===== src/rtl/fetch_queue.sv =====
// Instruction-fetch queue: issues one PC read at a time to instruction memory and buffers
// {pc, instr, misalign} entries for decode, with redirect flush and misaligned-PC tagging.
module fetch_queue #(
    parameter int unsigned DEPTH = 4,
    parameter int unsigned AW    = 2
) (
    input  logic        clk,
    input  logic        clr,
    input  logic [31:0] pc_in,
    input  logic        pc_valid,
    output logic        pc_ready,
    input  logic        flush,
    output logic        imem_req,
    output logic [31:0] imem_addr,
    input  logic [31:0] imem_rdata,
    input  logic        imem_rvalid,
    output logic        id_valid,
    input  logic        id_ready,
    output logic [31:0] id_pc,
    output logic [31:0] id_instr,
    output logic        id_misalign
);

    localparam logic [1:0] StIdle  = 2'd0;
    localparam logic [1:0] StWait  = 2'd1;
    localparam logic [1:0] StDrain = 2'd2;

    localparam logic [AW:0] Full   = (AW + 1)'(DEPTH);
    localparam logic [AW:0] CntOne = (AW + 1)'(1);
    localparam logic [AW-1:0] PtrOne = AW'(1);

    logic [1:0]    state_q, state_d;
    logic [AW:0]   count_q, count_d;
    logic [AW-1:0] rd_ptr_q, rd_ptr_d;
    logic [AW-1:0] wr_ptr_q, wr_ptr_d;
    logic [31:0]   pending_pc_q, pending_pc_d;

    logic [31:0] mem_pc    [DEPTH];
    logic [31:0] mem_instr [DEPTH];
    logic        mem_mis   [DEPTH];

    logic        accept;
    logic        aligned;
    logic        push;
    logic        pop;
    logic [31:0] push_pc;
    logic [31:0] push_instr;
    logic        push_mis;

    assign aligned   = (pc_in[1:0] == 2'b00);
    assign pc_ready  = (state_q == StIdle) && (count_q < Full) && !flush && !clr;
    assign accept    = pc_valid && pc_ready;
    assign imem_req  = accept && aligned;
    assign imem_addr = pc_in;

    assign id_valid    = (count_q != '0);
    assign id_pc       = mem_pc[rd_ptr_q];
    assign id_instr    = mem_instr[rd_ptr_q];
    assign id_misalign = mem_mis[rd_ptr_q];
    assign pop         = id_valid && id_ready;

    always_comb begin
        state_d      = state_q;
        pending_pc_d = pending_pc_q;
        push         = 1'b0;
        push_pc      = '0;
        push_instr   = '0;
        push_mis     = 1'b0;
        case (state_q)
            StIdle: begin
                if (accept) begin
                    if (aligned) begin
                        pending_pc_d = pc_in;
                        state_d      = StWait;
                    end else begin
                        // Misaligned PCs never reach memory; queue a tagged bubble.
                        push     = 1'b1;
                        push_pc  = pc_in;
                        push_mis = 1'b1;
                    end
                end
            end
            StWait: begin
                if (imem_rvalid) begin
                    state_d = StIdle;
                    if (!flush) begin
                        push       = 1'b1;
                        push_pc    = pending_pc_q;
                        push_instr = imem_rdata;
                    end
                end else if (flush) begin
                    state_d = StDrain;
                end
            end
            StDrain: begin
                if (imem_rvalid) begin
                    state_d = StIdle;
                end
            end
            default: state_d = StIdle;
        endcase
    end

    always_comb begin
        count_d  = count_q;
        rd_ptr_d = rd_ptr_q;
        wr_ptr_d = wr_ptr_q;
        if (flush) begin
            count_d  = '0;
            rd_ptr_d = '0;
            wr_ptr_d = '0;
        end else begin
            if (push) begin
                wr_ptr_d = wr_ptr_q + PtrOne;
            end
            if (pop) begin
                rd_ptr_d = rd_ptr_q + PtrOne;
            end
            case ({push, pop})
                2'b10:   count_d = count_q + CntOne;
                2'b01:   count_d = count_q - CntOne;
                default: count_d = count_q;
            endcase
        end
    end

    always_ff @(posedge clk) begin
        if (clr) begin
            state_q      <= StIdle;
            count_q      <= '0;
            rd_ptr_q     <= '0;
            wr_ptr_q     <= '0;
            pending_pc_q <= '0;
        end else begin
            state_q      <= state_d;
            count_q      <= count_d;
            rd_ptr_q     <= rd_ptr_d;
            wr_ptr_q     <= wr_ptr_d;
            pending_pc_q <= pending_pc_d;
        end
    end

    always_ff @(posedge clk) begin
        if (!clr && !flush && push) begin
            mem_pc[wr_ptr_q]    <= push_pc;
            mem_instr[wr_ptr_q] <= push_instr;
            mem_mis[wr_ptr_q]   <= push_mis;
        end
    end

endmodule


===== config.mk =====
export PLATFORM = sky130hd
export DESIGN_NAME = fetch_queue
export DESIGN_NICKNAME = d
export VERILOG_FILES = /design/src/rtl/fetch_queue.sv
export SDC_FILE = /design/constraint.sdc
export NUM_CORES = 1
export LEC_CHECK = 0
export CAP_MARGIN = 10
export CORE_MARGIN = 5
export CORE_UTILIZATION = 50
export CTS_CLUSTER_SIZE = 14
export DETAILED_ROUTE_END_ITERATION = 8
export GPL_TIMING_DRIVEN = 0
export PLACE_DENSITY = 0.74
export SLEW_MARGIN = 10
export SYNTH_ARGS = -nofsm -noshare
export SYNTH_HDL_FRONTEND = slang
export SYNTH_SLANG_ARGS = --single-unit

===== constraint.sdc =====
create_clock -name clk -period 10.4 [get_ports clk]
set_clock_uncertainty 0.2 [all_clocks]
set_input_delay 2.6 -clock clk [delete_from_list [all_inputs] [get_ports clk]]
set_output_delay 2.6 -clock clk [all_outputs]
set_load 0.02 [all_outputs]

==> results.yml <==
setup_path:
  cp.required_ps: 7600
  crit_start: "pc_in[0]"
  endpoint_kind: "primary output"
  path_class: "primary input to primary output"
  crit_arrival_ps: 4570
  cp-start-kind: "primary input"
  rr_startpoint: "count_q[2]$_SDFFE_PP0P_"
  worst-path-max-fanout: 5
clock_tree:
  clk_pin_slew_ps: 60
  clk_root_buffer_cell: "clkbuf_16"
  cts_buffers: 31
  ctsHoldBuffers: 0
  insertion_delay_ps: 540
  clock-sinks: 303
  cts_tree: "done"
  ctsHtreeMaxLevel: 1
  post-cts-setup-buffer-count: 0
  cts_resized: 0
  clk_path_buf_depth: 3
logic_synthesis:
  synth_most_common_cell: "edfxtp_1"
  yosys-top-cells-count: "260 x edfxtp_1, 65 x mux4_2, 43 x dfxtp_1"
  synth_edf_count: 260
  ys_top_cells_by_area: "edfxtp_1 65%, mux4_2 12%, dfxtp_1 7.2%"
  synth_fp_nets: 735
  synth_seq_area_share_pct: 72.54
  ys_async_sr_fraction_pct: 0
  synth.avg_cell_area_um2: 18.13
  ys.flop_type: "edfxtp_1"
  yosys_warnings: 0
  synth_seq_cells: 303
  synth_area_um2: 11950
  synth_top_cell_area_share_pct: 65.33
  synth_cell_types: 40
  syn_inst: 659
  yosys.area.top_type: "edfxtp_1"
timing:
  min_period_ps: 7372
  tns_ps: 0
  rsz0062_at_grt: "false"
  fmax_ghz: 0.1357
  finalSetupViolCount: 0
  relSlewSlack_pct: 37.07
  tightestPinTransition_ps: 939.9
  hold_viol: 0
  drv_slew: 0
  fin_crit_sh_pct: 70.88
  fin_ws_ps: 3028
global_routing:
  grt_pass1_wl_um: 39620
  grt_pass1_vias: 7165
  antenna_found_initial: 0
  grt_max_degree: 15
  grt_use_total_pct: 18.91
  overflow: 0
hold_path:
  hold_path.class: "flip-flop to flip-flop"
  min-delay-start: "pending_pc_q[6]$_SDFFE_PP0P_"
floorplan:
  die_y_um: 164.6
  die_x_um: 164.6
  coreArea_um2: 23470
  start_util_pct: 50.91
  rows: 56
  io_pins: 170
  die-area_um2: 27090
finish:
  fillers: 1663
  drive_gt1_share_pct: 21.81
  utilization_pct: 65.38
  syn2layout_area_growth_pct: 28.43
  finalNetCount: 969
  antennaDiodeCount: 0
  stdcell_count: 1236
power:
  powerDensity_nw_per_um2: 160.4
  leakagePower_nw: 5.432
  ir_drop_mv: 0.09910
drt:
  routedWlPerCell_um: 20.56
  dr.pass1.iters: 5
  drt_wl_total_um: 25420
  drc: 0
  drtIter0Drc: 465
  vias: 6792
  ant_nets: 0
  avgViaCountPerCell: 5.495
place:
  dpl_worst_slack_ps: 3039
  portBuffers: 169
  gp_congestion: 0.7737
  post-place-cells: 1179
  hpwl_um: 17870
run:
  drv_cap: 0
outcome:
  status: "finished clean"
-- per-stage QoR --
| stage | power [mW] | instance area, um2 | hold slack, ps |
|---|---|---|---|
| finish | 2.462 | 15350 | 274.8 |
| global route | 2.541 | 15350 | 290.0 |
| CTS | 2.481 | 15350 | 274.5 |
| detailed placement | 1.446 | 14380 | 266.5 |
| global placement | 1.444 | 14040 | 260.0 |
| floorplan | 1.384 | 11950 | 254.0 |
-- power breakdown --
| group | total (mW) | switching (mW) | internal (mW) | leakage, nW |
|---|---|---|---|---|
| combinational | 0.110 | 0.0522 | 0.0579 | 1.85 |
| clock | 1.04 | 0.429 | 0.612 | 0.463 |
| sequential | 1.31 | 0.00152 | 1.31 | 3.12 |
| total | 2.46 | 0.483 | 1.98 | 5.43 |
-- flip-flops by register name (all words and copies together), names as in the netlist, named ones only --
register and count:
state_q 2, mem_instr 128, rd_ptr_q 2, pending_pc_q 32, mem_pc 128, wr_ptr_q 2, count_q 3, mem_mis 4
-- layer usage --
layer	wire length, um	vias to the layer above	global-route usage (%)
met4	365	0	3.856
met5	0	-	0
met2	12480	270	32.22
li1	-	3077	-
met3	1740	28	3.594
met1	10840	3417	25.78
-- cells by family after synthesis --
family          Yosys count  synth area share [%]
flops                   303                 72.54
compound gates          100                 5.350
simple gates             99                 4.942
buf+inv                  80                 3.769
mux                      67                 12.42
fa+ha+maj                 6                0.6910
xor+xnor                  4                0.2932
-- final timing paths --
| kind | end | cells past startpoint | slack (ps) |
|---|---|---|---|
| worst max-delay path | imem_req | 4 | 3030 |
| worst min register to register | pending_pc_q[6]$_SDFFE_PP0P_ | 2 | 270 |
| worst min-delay path | pending_pc_q[6]$_SDFFE_PP0P_ | 2 | 270 |
| worst max register to register | mem_instr[0][19]$_DFFE_PP_ | 8 | 7070 |
-- worst max-delay path: stages --
cell and delay [ps]:
clkdlybuf4s50_1 480, or4_1 620, nor2_1 220, clkdlybuf4s50_1 650
-- final cells by class --
| cell class | count | area, um2 | share of cell area (%) |
|---|---|---|---|
| clock buffers | 43 | 840.8 | 5.479 |
| well taps | 319 | 399.1 | 2.601 |
| inverters | 6 | 22.52 | 0.1467 |
| repair buffers | 201 | 2011 | 13.10 |
| plain buffers | 74 | 427.9 | 2.788 |
| flip-flops and latches | 303 | 8668 | 56.48 |
| multi-input cells | 276 | 2851 | 18.58 |
| clock inverters | 14 | 126.4 | 0.8234 |
-- cell usage in the layout, fill, tap and decap left out, types with 4 or more instances in the layout --
cell,netlist,routed
mux4_2,65,65
o21ai_0,26,26
clkbuf_1,22,32
clkinv_1,0,4
nor2_1,11,11
buf_6,0,19
inv_1,6,6
a21oi_1,33,33
o21ai_1,5,5
edfxtp_1,260,260
clkbuf_16,0,31
buf_2,15,15
clkdlybuf4s50_1,0,169
buf_4,35,47
nand2_1,4,4
ha_1,5,5
nor3b_2,0,4
dfxtp_1,43,43
clkinv_2,0,4
and2_1,32,32
nand3_1,31,31
a22o_1,31,31
No activity file was read; power rests on OpenSTA's default activity.
